[config.mk]
export PLATFORM = sky130hd
export DESIGN_NAME = uart_tx_flat
export DESIGN_NICKNAME = d
export VERILOG_FILES = /design/src/rtl/states_pkg.sv /design/src/rtl/uart_tx_if.sv /design/src/rtl/uart_tx.sv /design/src/flat_wrapper.sv
export SDC_FILE = /design/constraint.sdc
export NUM_CORES = 1
export LEC_CHECK = 0
export CORE_MARGIN = 2
export CORE_UTILIZATION = 58
export DETAILED_ROUTE_END_ITERATION = 6
export PLACE_DENSITY = 0.94
export SYNTH_ARGS = -nofsm -noshare
export SYNTH_HDL_FRONTEND = slang
export SYNTH_SLANG_ARGS = --single-unit
[constraint.sdc]
create_clock -name clk -period 5.8 [get_ports clk]
set_clock_uncertainty 0.05 [all_clocks]
set_input_delay 0.87 -clock clk [delete_from_list [all_inputs] [get_ports clk]]
set_output_delay 0.87 -clock clk [all_outputs]
set_load 0.005 [all_outputs]
[src/rtl/states_pkg.sv]
// Shared UART FSM state encoding plus small sizing helpers.
// Common to the transmitter and the receiver.
package states_pkg;

  typedef enum logic [2:0] {
    IDLE   = 3'd0,
    START  = 3'd1,
    DATA   = 3'd2,
    STOP   = 3'd3,
    PARITY = 3'd4
  } state_e;

  function automatic int max_int(input int a, input int b);
    return (a > b) ? a : b;
  endfunction

  // A counter always needs at least one bit, even when it only ever holds 0.
  function automatic int cnt_width(input int n);
    return (n <= 1) ? 1 : $clog2(n);
  endfunction

endpackage

[src/rtl/uart_tx_if.sv]
// Handshake and serial-line bundle for uart_tx.
// The DUT modport is the transmitter side; master is the producer of data and ticks.
interface uart_tx_IF #(
  parameter int DBIT      = 8,
  parameter int BIT_WIDTH = 16,
  parameter int SB_TICK   = 16
) ();

  logic            s_tick;
  logic            tx_start;
  logic [DBIT-1:0] din;
  logic            tx;
  logic            tx_done;
  logic            tx_busy;

  modport DUT (
    input  s_tick, tx_start, din,
    output tx, tx_done, tx_busy
  );

  modport master (
    output s_tick, tx_start, din,
    input  tx, tx_done, tx_busy
  );

endinterface

[src/rtl/uart_tx.sv]
// UART transmitter: START, DATA (LSB first), optional PARITY, STOP, paced by an external s_tick.
// Define UART_TX_PARITY_EN to append an even-parity bit after the data bits.
module uart_tx
  import states_pkg::*;
#(
  parameter int DBIT      = 8,
  parameter int BIT_WIDTH = 16,
  parameter int SB_TICK   = 16
) (
  input logic    clk,
  input logic    rst_n,
  uart_tx_IF.DUT bus
);

  localparam int SW = cnt_width(max_int(BIT_WIDTH, SB_TICK));
  localparam int NW = cnt_width(DBIT);
  localparam logic [SW-1:0] BIT_LAST  = SW'(BIT_WIDTH - 1);
  localparam logic [SW-1:0] STOP_LAST = SW'(SB_TICK - 1);
  localparam logic [NW-1:0] DATA_LAST = NW'(DBIT - 1);

  state_e          state;
  logic [SW-1:0]   s_cnt;
  logic [NW-1:0]   n_cnt;
  logic [DBIT-1:0] b_reg;
  logic [DBIT-1:0] b_next;
  logic            tx_line;
  logic            done_pulse;
  logic            bit_end;
  logic            stop_end;
`ifdef UART_TX_PARITY_EN
  logic            parity;
`endif

  assign b_next   = b_reg >> 1;
  assign bit_end  = bus.s_tick && (s_cnt == BIT_LAST);
  assign stop_end = bus.s_tick && (s_cnt == STOP_LAST);

  assign bus.tx      = tx_line;
  assign bus.tx_done = done_pulse;
  assign bus.tx_busy = (state != IDLE);

  // tx is loaded with the level of the state being entered, so the line changes
  // on the same edge as the state and never glitches.
  always_ff @(posedge clk or negedge rst_n) begin
    if (!rst_n) begin
      state      <= IDLE;
      tx_line    <= 1'b1;
      done_pulse <= 1'b0;
      s_cnt      <= '0;
      n_cnt      <= '0;
      b_reg      <= '0;
`ifdef UART_TX_PARITY_EN
      parity     <= 1'b0;
`endif
    end else begin
      done_pulse <= 1'b0;
      case (state)
        IDLE: begin
          tx_line <= 1'b1;
          if (bus.tx_start) begin
            state   <= START;
            tx_line <= 1'b0;
            b_reg   <= bus.din;
            s_cnt   <= '0;
`ifdef UART_TX_PARITY_EN
            parity  <= ^bus.din;
`endif
          end
        end
        START: begin
          if (bit_end) begin
            state   <= DATA;
            tx_line <= b_reg[0];
            s_cnt   <= '0;
            n_cnt   <= '0;
          end else if (bus.s_tick) begin
            s_cnt <= s_cnt + 1'b1;
          end
        end
        DATA: begin
          if (bit_end) begin
            s_cnt <= '0;
            b_reg <= b_next;
            if (n_cnt == DATA_LAST) begin
              n_cnt   <= '0;
`ifdef UART_TX_PARITY_EN
              state   <= PARITY;
              tx_line <= parity;
`else
              state   <= STOP;
              tx_line <= 1'b1;
`endif
            end else begin
              n_cnt   <= n_cnt + 1'b1;
              tx_line <= b_next[0];
            end
          end else if (bus.s_tick) begin
            s_cnt <= s_cnt + 1'b1;
          end
        end
`ifdef UART_TX_PARITY_EN
        PARITY: begin
          if (bit_end) begin
            state   <= STOP;
            tx_line <= 1'b1;
            s_cnt   <= '0;
          end else if (bus.s_tick) begin
            s_cnt <= s_cnt + 1'b1;
          end
        end
`endif
        STOP: begin
          tx_line <= 1'b1;
          if (stop_end) begin
            state      <= IDLE;
            done_pulse <= 1'b1;
            s_cnt      <= '0;
          end else if (bus.s_tick) begin
            s_cnt <= s_cnt + 1'b1;
          end
        end
        default: begin
          state   <= IDLE;
          tx_line <= 1'b1;
          s_cnt   <= '0;
          n_cnt   <= '0;
        end
      endcase
    end
  end

endmodule

[src/flat_wrapper.sv]
// flat-port wrapper written by rule: the top's interface ports become plain ports
module uart_tx_flat import states_pkg::*;
#(
  parameter int DBIT      = 8,
  parameter int BIT_WIDTH = 16,
  parameter int SB_TICK   = 16
)
  (clk, rst_n, bus_s_tick, bus_tx_start, bus_din, bus_tx, bus_tx_done, bus_tx_busy);
  uart_tx_IF #(.DBIT(DBIT), .BIT_WIDTH(BIT_WIDTH), .SB_TICK(SB_TICK)) bus_i ();
  input logic clk;
  input logic rst_n;
  input wire logic [$bits(bus_i.s_tick)-1:0] bus_s_tick;
  input wire logic [$bits(bus_i.tx_start)-1:0] bus_tx_start;
  input wire logic [$bits(bus_i.din)-1:0] bus_din;
  output wire logic [$bits(bus_i.tx)-1:0] bus_tx;
  output wire logic [$bits(bus_i.tx_done)-1:0] bus_tx_done;
  output wire logic [$bits(bus_i.tx_busy)-1:0] bus_tx_busy;
  assign bus_i.s_tick = bus_s_tick;
  assign bus_i.tx_start = bus_tx_start;
  assign bus_i.din = bus_din;
  assign bus_tx = bus_i.tx;
  assign bus_tx_done = bus_i.tx_done;
  assign bus_tx_busy = bus_i.tx_busy;
  uart_tx #(.DBIT(DBIT), .BIT_WIDTH(BIT_WIDTH), .SB_TICK(SB_TICK)) u_core (.clk(clk), .rst_n(rst_n), .bus(bus_i));
endmodule
======== Yosys cells after proc, flatten, opt, wreduce, memory -nomap -nowiden ========
Index checks and enable logic that the tools add are counted.
cells by class
  add/subtract/negate cells ............... 2
  eq/ne operators ......................... 11
  multiplexer cells ....................... 23
  bitwise logic cells ..................... 1
  reduce and logical (&&, ||, !) cells .... 11
operator list
  operator                                               number
  two-way mux 3 bit                                      7
  two-way mux 8 bit                                      2
  one-hot mux 8 bit (2 select lines)                     1
  two-way mux 4 bit                                      3
  one-hot mux 3 bit (4 select lines)                     1
  one-hot mux 3 bit (3 select lines)                     1
  inequality test 2 x 1 -> 1 bit, second input constant  4
  one-hot mux 4 bit (2 select lines)                     1
  == test 3 x 2 -> 1 bit, second input constant          2
  two-way mux 1 bit                                      6
  AND reduction 3 bit                                    2
  AND reduction 5 bit                                    1
  adder 4 x 1 -> 4 bit, second input constant            1
  == test 4 bit, second input constant                   1
  AND reduction 2 bit                                    2
  adder 3 x 1 -> 3 bit, second input constant            1
  == test 3 x 1 -> 1 bit, second input constant          1
  == test 3 bit, second input constant                   1
  zero test 3 bit                                        1
  inequality test 3 x 1 -> 1 bit, second input constant  1
  one-hot mux 1 bit (3 select lines)                     1
  nonzero test 3 bit                                     1
  OR reduction 3 bit                                     1
  inequality test 2 bit, second input constant           1
  other kinds (4)                                        4
storage, ports and cells
  register bits after elaboration ......... 20
  input port bits ......................... 12
  output and inout bits ................... 3
  logic and storage cells ................. 54

======== Logic depth before layout (Yosys ltp) ========
  depth in word-level cells ............... 4
  mapped depth ............................ 6
  mapped depth without buffers ............ 5

======== Worst setup path after synthesis ========
Ideal clock, no wire load.
  path kind ............................... register -> register
  from .................................... register u_core.state[0]
  to ...................................... register u_core.state[1]
  library setup time ...................... 0.128 ns
  data arrival time ....................... 1.688 ns
  data required time ...................... 5.622 ns
  path slack .............................. 3.934 ns
  stages on the path, launching flop included .. 6
  buffers on the path ..................... 0
  clock period less this slack ............ 1.866 ns
  cell sequence ........................... dfrtp_1 > inv_1 > ha_1 > or3_1 > a221oi_2 > mux2_1
between the ends
  word-level cells in the longest chain between the ends .. 3
  elaborated cells on any way between the ends .. 11
  those cells by class .................... eq/ne: 8; mux: 1; reduce/logical: 2
ends and longest elaborated chain
  item                                                                                      RTL line       source
  from (decl)                                                                               uart_tx.sv:21  state_e state;
  from (signal assigned)                                                                    uart_tx.sv:46  state <= IDLE;
  from (signal assigned)                                                                    uart_tx.sv:61  state <= START;
  from (signal assigned)                                                                    uart_tx.sv:72  state <= DATA;
  == test 3 x 2 -> 1 bit, or another cell as far along                                      uart_tx.sv:57  case (state)
  inequality test 2 x 1 -> 1 bit (no line) / inequality test 2 bit (equally long branches)  n/a
  AND reduction 5 bit (no line)                                                             n/a
Several ways; a longest one is shown, not always the timed one.
A chain may end at the register's enable or synchronous reset.

======== Worst setup path after layout ========
  from .................................... input port bus_s_tick
  to ...................................... register u_core.state[1]
between the ends
  word-level cells in the longest chain between the ends .. 3
  elaborated cells on any way between the ends .. 5
  those cells by class .................... eq/ne: 3; reduce/logical: 2
ends and longest elaborated chain
  item                                      RTL line                      source
  from (decl)                               flat_wrapper.sv:12            input wire logic [$bits(bus_i.s_tick)-1:0] bus_s_tick;
  logical AND 1 bit (*)                     uart_tx.sv:35, uart_tx.sv:36
  inequality test 2 x 1 -> 1 bit (no line)  n/a
  AND reduction 5 bit (no line) (*)         n/a
Mark *: on every way between the ends. The rest lies on a longest branch, timed or not.

==> implementation parameters <==
Parameter                              Value

Status
  Run status ... completed

Yosys
  Cell type contributing the most total cell area after synthesis ... dfrtp_1
  Share of synthesized cell area in full adder, half adder and majority cells ... under 10%
  Number of warnings reported in the yosys synthesis log ... 0
  Share of synthesized flip-flops with an asynchronous set or reset ... between 90% and 100%
  Fraction of post-synthesis cell area in the top cell type by area ... a little under two fifths
  Area share of and/or/nand/nor cells after synthesis ... approximately 12%
  Cell types with the largest area share after synthesis ... dfrtp_1 38%, ha_1 8.5%, mux2i_1 5.1%
  Synthesized-area fraction occupied by xor and xnor cells ... less than 1%
  Number of standard cells after synthesis ... between 100 and 150
  Mapped cell area ... between 0.001 and 0.0015 mm2
  Flops & latches, synth ... 19
  Number of flops mapped to enable cells by yosys ... 0
  Sequential cell area fraction in the yosys report ... 40.58%
  Compound-gate portion of the synthesized area ... between 20 and 30%
  Combinational family with the most area after synthesis ... compound AO/OA/AOI/OAI gates
  Top_reg_cell synth ... dfrtp_1
  Share of synthesized area spent on multiplexers ... between 7 and 8%
  Post-Synthesis Mean Instance Area ... between 9 and 10 um2
  Post-Synthesis Net Count ... between 100 and 150
  Netlist cell types ... 40

Critical path
  Critical Path RT ... 5.95 ns
  Capture point of the worst path ... u_core.state[1]$_DFFE_PN0P_
  Number of buffers and inverters on the critical path ... 1
  Crit path max-delay cell type ... clkdlybuf4s50_1
  Path type of the worst setup path ... primary input to register
  Top delay family on crit path ... buffers and inverters
  Startpoint of the most critical setup path ... bus_s_tick
  Max FO, Critical Path ... 13
  Critical path startpoint category ... primary input
  Worst setup slack for register-to-register paths ... about 3.6 ns
  Number of logic stages on the critical path including buffering ... 4
  Number of cells traversed by the worst register-to-register path ... 4
  CP cell instances ... clkdlybuf4s50_1 -> nand4_1 -> a221oi_2 -> mux2_1
  Worst Path Arrival ... ~2.9 ns
  Beginning of the worst register-to-register path ... u_core.s_cnt[0]$_DFFE_PN0P_
  Biggest cell delay along the critical path ... 0.74 ns
  Type of element capturing the critical path ... register
  Critical R2R Capture ... u_core.state[1]$_DFFE_PN0P_

Clock tree
  Clock buffers created by TritonCTS ... 3
  Number of H-tree branching levels ... 1
  Clock transition at the registers of the reported paths ... between 0.1 and 0.15 ns
  CTS Sinks ... 19
  Hold buffer count at cts ... 0
  Latest clock arrival within the worst-skew pair ... 0.31 ns
  Post-CTS setup repair buffer count ... 0
  Gates resized, CTS repair ... 0
  Root Buffer Master ... clkbuf_4
  CTS tree ... yes
  Number of buffers on the longest clock path ... 2

STA
  Final worst path period need ... between 2 and 3 ns
  Final max-slew violation count ... 0
  Setup violators final ... 0
  Worst slew margin ... a little over two fifths
  Portion of the clock cycle consumed by the worst path in the final layout ... a little under half
  Hold violation count in the final report ... 0
  Maximum clock rate ... roughly 0.36 GHz
  Post-route setup TNS ... 0 ns
  Transition at the pin with the smallest max-transition slack ... approximately 0.85 ns
  Unrepaired setup endpoints after global routing ... no

Routing
  DRC marker count from the first detailed-route iteration ... 28
  Number of DRC violations after detailed routing ... 0
  Routed via count ... about 980
  Per-cell routed wire length ... about 16 um
  Final wirelength ... between 2 and 2.5 mm
  Routed via count divided by cell count ... 6.316
  Number of nets with antenna violations after routing ... 0
  Number of optimization iterations in the first detailed-route pass ... 4

GRT
  Global-route total usage across every layer ... a little under a quarter
  Pin count of the biggest net entering global routing ... 20
  First-pass GRT wire length ... 4.257 mm
  Initial antenna violation count ... 0
  Sum of overflow across all layers after global routing ... 0
  Via count of the first global-routing pass ... slightly below 1,000

Layout
  Share of post-route cells with drive strength above 1 ... about 6.3%
  Relative area change from synthesis to final layout ... 13.63%
  Count of nets after finishing ... between 100 and 150
  Max FFs per register ... 8
  Antenna diodes ... 0
  Util after Layout ... a little under 70%
  Post-route design area ... 0.001335 mm2

Place
  Global placer's final weighted congestion ... approximately 0.80
  Area after DPL ... approximately 0.0013 mm2
  Port Buf Inserts ... 14
  Detailed-placement wirelength estimate ... 1.742 mm

Run
  Max-capacitance violation count ... 0

Pwr
  Leak ... ~0.56 nW
  Maximum resistive drop on vdd ... 0.2572 mV
  Power per cell area ... between 400 and 500 mW/mm2

Floorplan
  Area of the die ... about 0.0024 mm2
  Starting utilization of the core area ... about three fifths
  Num ports ... 15
  Row count ... 16
  Die Y-Extent ... ~49 um
  Core box area ... 0.001942 mm2
  Width of the chip ... around 49 um

Worst hold path
  Worst min-delay path class ... register to register
==> how the worst min path moves through the flow <==
stage                                      from                     endpoint  slack (ns)  cells after the start
CTS                 u_core.n_cnt[1]$_DFFE_PN0P_  u_core.n_cnt[1]$_DFFE_PN0P_        0.49                      1
global placement    u_core.n_cnt[1]$_DFFE_PN0P_  u_core.n_cnt[1]$_DFFE_PN0P_        0.45                      1
finish              u_core.n_cnt[1]$_DFFE_PN0P_  u_core.n_cnt[1]$_DFFE_PN0P_        0.48                      1
floorplan           u_core.n_cnt[1]$_DFFE_PN0P_  u_core.n_cnt[1]$_DFFE_PN0P_        0.43                      1
global route        u_core.n_cnt[1]$_DFFE_PN0P_  u_core.n_cnt[1]$_DFFE_PN0P_        0.53                      1
detailed placement  u_core.n_cnt[1]$_DFFE_PN0P_  u_core.n_cnt[1]$_DFFE_PN0P_        0.46                      1
==> placed cells by master, fill, tap and decap left out, types with 2 or more instances in the layout <==
cell | netlist | final
inv_1 | 8 | 8
dfrtp_1 | 18 | 18
clkbuf_4 | 0 | 3
ha_1 | 8 | 8
mux2i_1 | 6 | 6
a21oi_1 | 8 | 8
nor2b_1 | 3 | 3
o21ai_0 | 6 | 6
a2bb2oi_1 | 2 | 2
o22ai_1 | 8 | 8
nor2_1 | 3 | 3
and2_1 | 3 | 3
a41o_1 | 5 | 5
o31ai_1 | 5 | 5
clkdlybuf4s50_1 | 0 | 14
nand2_1 | 4 | 4
o2bb2ai_1 | 3 | 3
==> synthesized netlist by cell type, types with 2 or more instances <==
library cell / number
a41o_1: 5
a2bb2oi_1: 2
inv_1: 8
mux2i_1: 6
dfrtp_1: 18
nor2_1: 3
o2bb2ai_1: 3
a21oi_1: 8
ha_1: 8
and2_1: 3
o22ai_1: 8
nand2_1: 4
buf_2: 4
o21ai_0: 6
nor2b_1: 3
o31ai_1: 5
==> kinds of logic (layout without fill, tap and decap cells) <==
kind of cell	Yosys count	after routing
AND/OR/NAND/NOR	24	24
flip-flops	19	19
XOR/XNOR	1	1
AO/OA/AOI/OAI	42	42
adder cells (fa/ha/maj)	8	8
buffers and inverters	16	26
multiplexers	8	8
==> cell type report <==
| cell class | instances | area [um2] |
|---|---|---|
| inverters | 8 | 30.03 |
| fillers | 159 | 606.8 |
| repair buffers | 14 | 140.1 |
| well taps | 27 | 33.78 |
| multi-input cells | 83 | 628.1 |
| clock buffers | 4 | 26.28 |
| flip-flops and latches | 19 | 476.7 |
==> power by group <==
| part | switching (mW) | internal [mW] |
|---|---|---|
| Sequential | 0.0504 | 0.184 |
| Combinational | 0.169 | 0.149 |
| Clock | 0.0429 | 0.0269 |
==> per-stage QoR <==
step	hold slack [ns]	instances	total power [mW]	worst slack [ns]
finish	0.4832	155	0.6218	3.020
global route	0.5323	155	0.6731	2.958
CTS	0.4853	155	0.6187	3.101
detailed placement	0.4604	151	0.5499	2.778
global placement	0.4477	151	0.5306	2.846
floorplan	0.4297	118	0.4661	3.934
==> per-layer routing <==
| layer | up-vias | wire length [um] | global-route usage, % |
|---|---|---|---|
| met4 | 0 | 24 | 10.48 |
| li1 | 463 | - | - |
| met5 | - | 0 | 0 |
| met3 | 3 | 163 | 3.988 |
| met2 | 45 | 1174 | 37.90 |
| met1 | 468 | 1058 | 29.84 |
Note: power is estimated with default switching activity, not from simulation.
